**src/rtl/hazard_stall_controller.sv**
```systemverilog
// Hazard/freeze controller upstream of the ID/EX buffer: load-use stalls,
// redirect flushes, data-memory freezes, and saturating perf counters.
module hazard_stall_controller #(
    parameter int CORE              = 0,
    parameter int LOAD_STALL_CYCLES = 1,
    parameter int FLUSH_CYCLES      = 2
) (
    input  logic        clock,
    input  logic        reset,
    input  logic [4:0]  id_rs1,
    input  logic [4:0]  id_rs2,
    input  logic        id_uses_rs1,
    input  logic        id_uses_rs2,
    input  logic [4:0]  ex_rd,
    input  logic        ex_memRead,
    input  logic        ex_regWrite,
    input  logic        ex_redirect,
    input  logic        dmem_req,
    input  logic        dmem_ready,
    output logic        pc_stall,
    output logic        ifid_stall,
    output logic        ifid_flush,
    output logic        idex_bubble,
    output logic        pipe_freeze,
    output logic [1:0]  state,
    output logic [15:0] stall_cycles,
    output logic [15:0] flush_events
);

    typedef enum logic [1:0] {RUN = 2'd0, LOAD_USE = 2'd1, REDIRECT = 2'd2} state_t;

    // CORE only tags the instance; the zero product keeps it out of the logic.
    localparam logic [1:0] LS_M1 = 2'(LOAD_STALL_CYCLES - 1 + 0 * CORE);
    localparam logic [1:0] FL_M1 = 2'(FLUSH_CYCLES - 1);

    state_t      state_q, state_d;
    logic [1:0]  remain_q, remain_d;
    logic [15:0] stall_q, flush_q;

    logic load_use, mem_busy, redirect_acc;
    logic pc_stall_c, ifid_stall_c, ifid_flush_c, idex_bubble_c, pipe_freeze_c;

    assign load_use = ex_memRead & ex_regWrite & (ex_rd != 5'd0) &
                      ((id_uses_rs1 & (id_rs1 == ex_rd)) | (id_uses_rs2 & (id_rs2 == ex_rd)));
    assign mem_busy = dmem_req & ~dmem_ready;

    always_comb begin
        state_d       = state_q;
        remain_d      = remain_q;
        pc_stall_c    = 1'b0;
        ifid_stall_c  = 1'b0;
        ifid_flush_c  = 1'b0;
        idex_bubble_c = 1'b0;
        pipe_freeze_c = 1'b0;
        redirect_acc  = 1'b0;
        if (mem_busy) begin
            pipe_freeze_c = 1'b1;
            pc_stall_c    = 1'b1;
            ifid_stall_c  = 1'b1;
        end else begin
            case (state_q)
                RUN, LOAD_USE: begin
                    if (ex_redirect) begin
                        redirect_acc  = 1'b1;
                        ifid_flush_c  = 1'b1;
                        idex_bubble_c = 1'b1;
                        remain_d      = FL_M1;
                        state_d       = (FL_M1 != 2'd0) ? REDIRECT : RUN;
                    end else if (state_q == LOAD_USE) begin
                        pc_stall_c    = 1'b1;
                        ifid_stall_c  = 1'b1;
                        idex_bubble_c = 1'b1;
                        remain_d      = remain_q - 2'd1;
                        state_d       = (remain_q == 2'd1) ? RUN : LOAD_USE;
                    end else if (load_use) begin
                        pc_stall_c    = 1'b1;
                        ifid_stall_c  = 1'b1;
                        idex_bubble_c = 1'b1;
                        remain_d      = LS_M1;
                        state_d       = (LS_M1 != 2'd0) ? LOAD_USE : RUN;
                    end
                end
                REDIRECT: begin
                    // EX holds a bubble here, so new redirects and load-use are moot.
                    ifid_flush_c  = 1'b1;
                    idex_bubble_c = 1'b1;
                    remain_d      = remain_q - 2'd1;
                    state_d       = (remain_q == 2'd1) ? RUN : REDIRECT;
                end
                default: begin
                    state_d  = RUN;
                    remain_d = 2'd0;
                end
            endcase
        end
    end

    // Reset forces every control output low regardless of inputs.
    assign pc_stall    = reset & pc_stall_c;
    assign ifid_stall  = reset & ifid_stall_c;
    assign ifid_flush  = reset & ifid_flush_c;
    assign idex_bubble = reset & idex_bubble_c;
    assign pipe_freeze = reset & pipe_freeze_c;

    always_ff @(posedge clock or negedge reset) begin
        if (!reset) begin
            state_q  <= RUN;
            remain_q <= 2'd0;
            stall_q  <= 16'd0;
            flush_q  <= 16'd0;
        end else begin
            state_q  <= state_d;
            remain_q <= remain_d;
            if (pc_stall_c && stall_q != 16'hFFFF) stall_q <= stall_q + 16'd1;
            if (redirect_acc && flush_q != 16'hFFFF) flush_q <= flush_q + 16'd1;
        end
    end

    assign state        = state_q;
    assign stall_cycles = stall_q;
    assign flush_events = flush_q;

endmodule

```
**config.mk**
```make
export PLATFORM = sky130hd
export DESIGN_NAME = hazard_stall_controller
export DESIGN_NICKNAME = d
export VERILOG_FILES = /design/src/rtl/hazard_stall_controller.sv
export SDC_FILE = /design/constraint.sdc
export NUM_CORES = 1
export LEC_CHECK = 0
export ABC_AREA = 1
export BUFFER_PORTS_ARGS = -buffer_cell sky130_fd_sc_hd__buf_2
export CAP_MARGIN = 15
export CELL_PAD_IN_SITES_DETAIL_PLACEMENT = 1
export CELL_PAD_IN_SITES_GLOBAL_PLACEMENT = 1
export CORE_MARGIN = 2
export CORE_UTILIZATION = 25
export CTS_CLUSTER_DIAMETER = 100
export CTS_CLUSTER_SIZE = 40
export DETAILED_ROUTE_END_ITERATION = 10
export MAX_ROUTING_LAYER = met4
export PLACE_DENSITY_LB_ADDON = 0.1
export SYNTH_ARGS = -nofsm -noshare
export SYNTH_HDL_FRONTEND = slang
export SYNTH_SLANG_ARGS = --single-unit
```
**constraint.sdc**
```tcl
create_clock -name clock -period 3.4 [get_ports clock]
set_input_delay 0.51 -clock clock [delete_from_list [all_inputs] [get_ports clock]]
set_output_delay 0.51 -clock clock [all_outputs]
set_load 0.01 [all_outputs]
```
### After elaboration in Yosys (flattened, before gate mapping)

Cells that the tools add are included.

| word-level totals | value |
|---|---|
| logic and storage cells | 57 |
| output and inout bits | 39 |
| bits in registers | 36 |
| input port bits | 24 |

| cells by class | value |
|---|---|
| reduce and logical (&&, ||, !) cells | 6 |
| muxes and demuxes | 23 |
| eq/ne operators | 8 |
| bitwise gates (word level) | 13 |
| $add $sub $neg | 3 |

Operators with widths:

| kind | count |
|---|---|
| $add A16 B1 Y16 const B | 2 |
| $ne A16 B16 Y1 const B | 2 |
| $mux W1 | 13 |
| $mux W2 | 6 |
| $and A1 B1 Y1 | 10 |
| $eq A5 B5 Y1 | 2 |
| $pmux W2 S2 | 2 |
| $reduce_bool A5 Y1 | 1 |
| $eq A2 B1 Y1 const B | 2 |
| $ne A4 B4 Y1 const B | 1 |
| $pmux W1 S2 | 2 |
| $eq A2 B2 Y1 const B | 1 |
| $logic_and A1 B1 Y1 | 2 |
| $logic_not A2 Y1 | 1 |
| $not A1 Y1 | 2 |
| $reduce_and A2 Y1 | 1 |
| $reduce_or A2 Y1 | 1 |
| $sub A2 B1 Y2 const B | 1 |
| $or A1 B1 Y1 | 1 |

### Depth between registers and ports, before layout

Gate-level depths: netlist of the first run.

| depth | value |
|---|---|
| word-level depth | 10 |
| mapped depth | 14 |
| depth with buffers taken out | 13 |

### Worst setup path before layout of the first run

No wires, ideal clock.

| path | value |
|---|---|
| path type | input to output |
| start | in id_rs2[1] |
| end | out pc_stall |
| path slack | 1.398 ns |
| path buffers | 1 |
| cell stages on the path | 11 |
| required time | 2.890 ns |
| arrival time | 1.492 ns |
| cell sequence | inv_1 -> nand2_1 -> nand2_1 -> nor2_2 -> nand3_1 -> nand2_1 -> nand2_2 -> nand2_4 -> nand2_4 -> a21oi_1 -> buf_4 |

| on the way | value |
|---|---|
| word-level cells in the longest chain between the ends | 10 |

RTL lines:

| what | line | source |
|---|---|---|
| start, declared | 11 | `input logic [4:0] id_rs2,` |
| $eq A5 B5 Y1 | 44 | `((id_uses_rs1 & (id_rs1 == ex_rd)) \| (id_uses_rs2 & (id_rs2 == ex_rd)));` |
| $and A1 B1 Y1 | 44 |  |
| $or A1 B1 Y1 | 44 |  |
| $and A1 B1 Y1 | 43 | `assign load_use = ex_memRead & ex_regWrite & (ex_rd != 5'd0) &` |
| $mux W1 (5 in a row) | - |  |
| $and A1 B1 Y1 | - |  |
| end, declared | 20 | `output logic pc_stall,` |

No other way between the ends.

### Worst setup path in the final report of the first run

| path | value |
|---|---|
| start | in ex_rd[3] |
| end | out idex_bubble |

| on the way | value |
|---|---|
| word-level cells in the longest chain between the ends | 10 |
| elaborated cells between the ends (all ways) | 14 |
| those cells by class | eq/ne (2); mux (5); bitwise (6); reduce/logical (1) |

RTL lines:

| what | line | source |
|---|---|---|
| start, declared | 14 | `input logic [4:0] ex_rd,` |
| $eq A5 B5 Y1 | 44 |  |
| $and A1 B1 Y1 | 44 |  |
| $or A1 B1 Y1 | 44 |  |
| $and A1 B1 Y1 (*) | 43 |  |
| $mux W1 (*) | 75 | `end else if (load_use) begin` |
| $mux W1 (*) | 69 | `end else if (state_q == LOAD_USE) begin` |
| $mux W1 (*) | 63 | `if (ex_redirect) begin` |
| $pmux W1 S2 (*) | 61 | `case (state_q)` |
| $mux W1 (*) | 56 | `if (mem_busy) begin` |
| $and A1 B1 Y1 (*) | 102 | `assign idex_bubble = reset & idex_bubble_c;` |
| end, declared | 23 | `output logic idex_bubble,` |

Every way passes the cells marked *; elsewhere a longest branch is shown, timed or not.

==> impl_metrics.yaml, run 1 <==
status:
  status: "finished clean"
timing:
  rsz0062_at_grt: "no"
  min_period_ns: 2.230
  fin_crit_sh_pct: 65.60
  slew_headroom_pct: 66.65
  setup_tns_ns: 0
  hold_violations: 0
  fin_skew_ns: 0.007689
  tightestPinTransition_ns: 0.5002
  fmax_ghz: 0.4483
  final-setup-viol-count: 0
  finalMaxSlewViolations: 0
synth:
  yosysUniqueCellTypes: 29
  synth_xor_area_share_pct: 10.10
  netlist_area_mm2: 0.002342
  netlist_instances: 310
  ys_ff_latch: 36
  yosysSeqAreaShare_pct: 38.46
  yosys_warnings: 0
  synth_mux_area_share_pct: 0
  syn_area_per_cell_um2: 7.556
  synth_adder_area_share_pct: 1.603
  synth_top_family_by_area: "simple AND/OR/NAND/NOR gates"
  synth_nets: 337
  synth_compound_area_share_pct: 2.297
  yosys.area_share.simple_pct: 39.16
clocking:
  htreeDepth: 2
  cts_hold_buf: 0
  cts.sinks: 36
  clockBufferDepth: 2
  clock_latency_ns: 0.29
  post-cts-setup-buffer-count: 0
  clock-root-buffer: "clkbuf_8"
  cts_tree: "done"
  path_clk_slew_ns: 0.08
  cts_buffers: 5
  cts_resized: 0
critical_path:
  path_delay_family: "simple AND/OR/NAND/NOR gates"
  worst-path-max-fanout: 4
  cp_data_arrival_time_ns: 1.72
  end_kind: "primary output"
  cp_slowest_stage_delay_ns: 0.29
  worst_path_most_repeated_cell: "nand2_1"
  start_kind: "input pin"
  crit_required_ns: 2.89
  cp.buffers_inverters: 4
  cpMaxStageDelayCell: "a31oi_1"
  critPathKind: "input pin to primary output"
  crit_path_cell_trace: "buf_2 > inv_2 > nand2_1 > nand2_1 > nor2_1 > nand3_1 > nand2_1 > nand2_2 > a31oi_1 > nand3_1 > inv_1 > buf_2"
pwr:
  swShare_pct: 37.21
  p_seq_share_pct: 46.8
  p_int_mw: 0.7821
  vdd_ir_drop_max_uv: 163.9
  p_per_area_mw_per_mm2: 437.8
  p_leak_nw: 1.573
  p_switching_mw: 0.4635
  comb_power_share_pct: 28.8
  clkPwrFrac_pct: 24.4
placed_design:
  dpl-instance-area_mm2: 0.002764
  io_buffers: 62
  post-place-cells: 480
  gp_congestion: 0.7618
  dp_hpwl_um: 4671
hold_path:
  hp-class: "input pin to async pin"
cells_and_area:
  fin_cells: 487
  layout.nets: 403
  syn2layout_area_growth_pct: 21.47
  drive_gt1_share_pct: 29.79
  final_cell_mix: "nand2_1, buf_2, inv_1"
  final_common_cell: "nand2_1"
  final_area_mm2: 0.002845
  antennaDiodeCount: 0
die:
  ios: 63
  die_area_mm2: 0.01016
  core_mm2: 0.009153
  die_h_um: 100.8
  start_util_pct: 25.59
  die_w_um: 100.8
  rows: 35
routing:
  drt-total-wl_um: 6162
  drt_iter0_drc: 53
  antenna_left: 0
  vias: 2155
  drc: 0
  post_drt_via_cell_ratio: 4.425
  drtPass1Iterations: 4
  wl_per_cell_um: 12.65
flow_run:
  cap_violations: 0
global_routing:
  grt_pass1_vias: 2308
  grt-ovfl-total: 0
  grt_first_pass_wirelength_um: 10670
  grt_max_degree: 38
  antenna_found_initial: 0
  track_usage_pct: 13.53
==> area by class of cell <==
class	count	area, um^2
well taps	111	138.9
inverters	43	161.4
flip-flops and latches	36	900.9
fillers	1139	6307
clock buffers	5	68.82
multi-input cells	227	1245
clock inverters	2	12.51
repair buffers	63	317.8
==> metrics by stage <==
| step | power, mW | setup WS [ns] | util (%) | hold slack, ns |
|---|---|---|---|---|
| CTS | 1.278 | 1.135 | 31.09 | 0.3178 |
| global route | 1.345 | 0.9576 | 31.09 | 0.3375 |
| floorplan | 0.8082 | 1.398 | - | 0.2144 |
| finish | 1.246 | 1.170 | 31.09 | 0.2901 |
| detailed placement | 0.9610 | 1.136 | 30.20 | 0.4816 |
| global placement | 0.9551 | 1.172 | 30.20 | 0.4713 |
==> power by group through the flow <==
stage / combinational, mW / sequential [mW] / clock (mW)
3_5_place_dp: 0.368 / 0.593 / 0
3_3_place_gp: 0.363 / 0.593 / 0
6_report: 0.359 / 0.583 / 0.304
4_1_cts: 0.369 / 0.587 / 0.323
5_1_grt: 0.411 / 0.599 / 0.335
2_1_floorplan: 0.205 / 0.603 / 0
==> logic make-up after synthesis <==
logic type      count (synthesis)
compound gates                  9
xor+xnor                       27
fa+ha+maj                       3
buf+inv                        47
flops                          36
simple gates                  188
==> metal layers <==
| layer | track usage (%) | up-vias | wire length [um] |
|---|---|---|---|
| met5 | - | - | 0 |
| met4 | 3.477 | 0 | 67 |
| met3 | 2.566 | 5 | 219 |
| met2 | 22.31 | 38 | 2988 |
| met1 | 17.08 | 1018 | 2887 |
| li1 | - | 1094 | - |
==> flip-flops by register name (all words and copies together), names as in the netlist <==
| name | count |
|---|---|
| flush_events | 16 |
| remain_q | 2 |
| stall_cycles | 16 |
| state | 2 |
==> cell usage after synthesis <==
library cell,instances,area [um^2]
nand2_1,83,311.6
inv_1,37,138.9
dfrtp_1,36,900.9
nand3_1,29,145.1
nor2_1,25,93.84
nand2_2,23,143.9
xor2_1,18,157.7
xnor2_1,9,78.83
nand4_1,8,50.05
inv_2,6,22.52
nor2_2,5,31.28
nor3_1,4,20.02
ha_1,3,37.54
nand2_4,3,33.78
nor4_1,3,18.77
a21oi_1,2,10.01
buf_4,2,15.01
o21ai_0,2,10.01
o31ai_1,2,15.01
a31oi_1,1,6.260
buf_2,1,5.000
buf_8,1,15.01
nand2_8,1,20.02
nand3_2,1,10.01
nand3_4,1,17.52
nor2_4,1,11.26
nor3_2,1,10.01
o211ai_1,1,7.510
o21ai_1,1,5.000
==> path summary, 6_finish.rpt <==
kind	from	to	slack (ns)	cells after the start
hold / removal	reset	flush_events[14]	0.29	2
setup / recovery	ex_rd[3]	idex_bubble	1.17	12
hold reg to reg	remain_q[1]	remain_q[1]	0.49	2
setup reg to reg	stall_cycles[0]	stall_cycles[1]	1.50	9
min in group clock	remain_q[1]	remain_q[1]	0.49	2
max in group asynchronous	reset	stall_cycles[2]	2.75	2
Power figures use the tool's default switching activity.
==> inputs of run 2 (changes only) <==
==> constraint.sdc (replaced) <==
create_clock -name clock -period 2.1 [get_ports clock]
set_input_delay 0.315 -clock clock [delete_from_list [all_inputs] [get_ports clock]]
set_output_delay 0.315 -clock clock [all_outputs]
set_load 0.01 [all_outputs]
==> impl_metrics.yaml, run 2 (synthesized netlist as in run 1, its figures left out) <==
critical_path:
  start_kind: "flop"
  end_kind: "primary output"
  cp.buffers_inverters: 3
  crit_required_ns: 1.78
  worst_path_most_repeated_cell: "inv_1"
  path_delay_family: "flip-flops"
  worst-path-max-fanout: 8
  cp_slowest_stage_delay_ns: 0.47
  cpMaxStageDelayCell: "dfrtp_1"
  critPathKind: "flop to primary output"
  crit_path_cell_trace: "inv_1 > a31oi_1 > nand3_1 > inv_1 > buf_2"
  cp_data_arrival_time_ns: 1.53
pwr:
  p_leak_nw: 1.596
  p_switching_mw: 0.7508
  p_per_area_mw_per_mm2: 714.0
  swShare_pct: 36.35
  comb_power_share_pct: 28.5
  p_seq_share_pct: 45.8
  p_int_mw: 1.315
  vdd_ir_drop_max_uv: 428.5
  total_power_mw: 2.065
  clkPwrFrac_pct: 25.8
hold_path:
  hp-class: "input pin to flop"
timing:
  min_period_ns: 1.845
  tightestPinTransition_ns: 0.3852
  setup_tns_ns: 0
  hold_violations: 0
  rsz0062_at_grt: "no"
  slew_headroom_pct: 74.05
  finalMaxSlewViolations: 0
  final-setup-viol-count: 0
  fmax_ghz: 0.5421
  fin_crit_sh_pct: 87.85
  fin_skew_ns: 0.01015
clocking:
  cts_buffers: 5
  htreeDepth: 2
  cts_tree: "done"
  clockBufferDepth: 2
  post-cts-setup-buffer-count: 0
  clock_latency_ns: 0.29
  cts.sinks: 36
  clock-root-buffer: "clkbuf_8"
  path_clk_slew_ns: 0.08
die:
  core_mm2: 0.009153
  ios: 63
  start_util_pct: 25.59
  die_w_um: 100.8
  rows: 35
  die_h_um: 100.8
  die_area_mm2: 0.01016
routing:
  drt-total-wl_um: 6319
  drtPass1Iterations: 4
  drc: 0
  post_drt_via_cell_ratio: 4.386
  wl_met2_um: 2996
  drt_iter0_drc: 55
  dr.max_layer_used: "met4"
  wl_per_cell_um: 12.84
  vias: 2158
  met3_wirelength_um: 226
  antenna_left: 0
  wl_met1_um: 3035
placed_design:
  gp_congestion: 0.7374
  io_buffers: 62
  dp_hpwl_um: 4833
global_routing:
  track_usage_pct: 13.71
  antenna_found_initial: 0
  grt-ovfl-total: 0
  grt_first_pass_wirelength_um: 10790
  grt_max_degree: 27
  grt_pass1_vias: 2249
cells_and_area:
  drive_gt1_share_pct: 30.45
  layout.nets: 407
  antennaDiodeCount: 0
  final_cell_mix: "nand2_1, buf_2, inv_1"
  syn2layout_area_growth_pct: 23.50
  final_common_cell: "nand2_1"
  post-route-util_pct: 31.61
status:
  status: "finished clean"
flow_run:
  cap_violations: 0
[run 2: worst paths after layout]
| path | cells after the start | slack [ns] | end | start |
|---|---|---|---|---|
| min reg2reg | 2 | 0.49 | remain_q[1] | remain_q[1] |
| max reg2reg | 10 | 0.33 | stall_cycles[12] | stall_cycles[0] |
| max in group asynchronous | 3 | 1.21 | stall_cycles[2] | reset |
| min | 4 | 0.44 | state[0] | ex_redirect |
| max | 5 | 0.26 | idex_bubble | state[0] |
| min in group asynchronous | 3 | 0.53 | flush_events[13] | reset |
[run 2: power groups by stage]
stage	Clock, mW	Combinational [mW]	Sequential, mW
after floorplan	0	0.332	0.976
after global placement	0	0.595	0.961
after detailed placement	0	0.601	0.959
after CTS	0.566	0.602	0.950
after global routing	0.588	0.678	0.976
final	0.532	0.588	0.945
[run 2: what timing repair did]
item / in CTS / in global routing
resized for setup: 0 / 1
hold buffers: 1 / 0
hold endpoints to repair: 5 / 0
setup endpoints to repair: 0 / 2
[run 2: layout make-up]
cell class | count | area, um^2
well taps | 111 | 138.9
multi-input cells | 227 | 1247
clock buffers | 7 | 86.33
clock inverters | 1 | 7.507
fillers | 1159 | 6260
flip-flops and latches | 36 | 900.9
repair buffers | 67 | 350.3
inverters | 43 | 161.4
[run 2: per-layer routing]
metal	vias up	GRT usage [%]
met3	7	2.427
li1	1100	-
met5	-	-
met2	39	22.36
met4	0	3.793
met1	1012	17.48
[run 2: per-stage QoR]
stage               instances  setup WS, ns  instance area [um^2]  hold WS [ns]
floorplan                 310        0.4658                  2342       0.01941
global placement          483        0.2783                  2786        0.3216
detailed placement        483        0.2371                  2786        0.3256
CTS                       492       0.09430                  2890        0.4409
global route              492        0.1142                  2893        0.4554
finish                    492        0.2552                  2893        0.4390
[run 2: worst reg2reg max path, cell delays in order (launching register included)]
cell	delay, ns
dfrtp_1	0.43
ha_1	0.22
nand3_2	0.11
nor2_2	0.14
nand2_2	0.10
nor2_2	0.18
inv_1	0.07
nor3_1	0.23
nand2_1	0.09
nand2_1	0.06
nand2_1	0.04
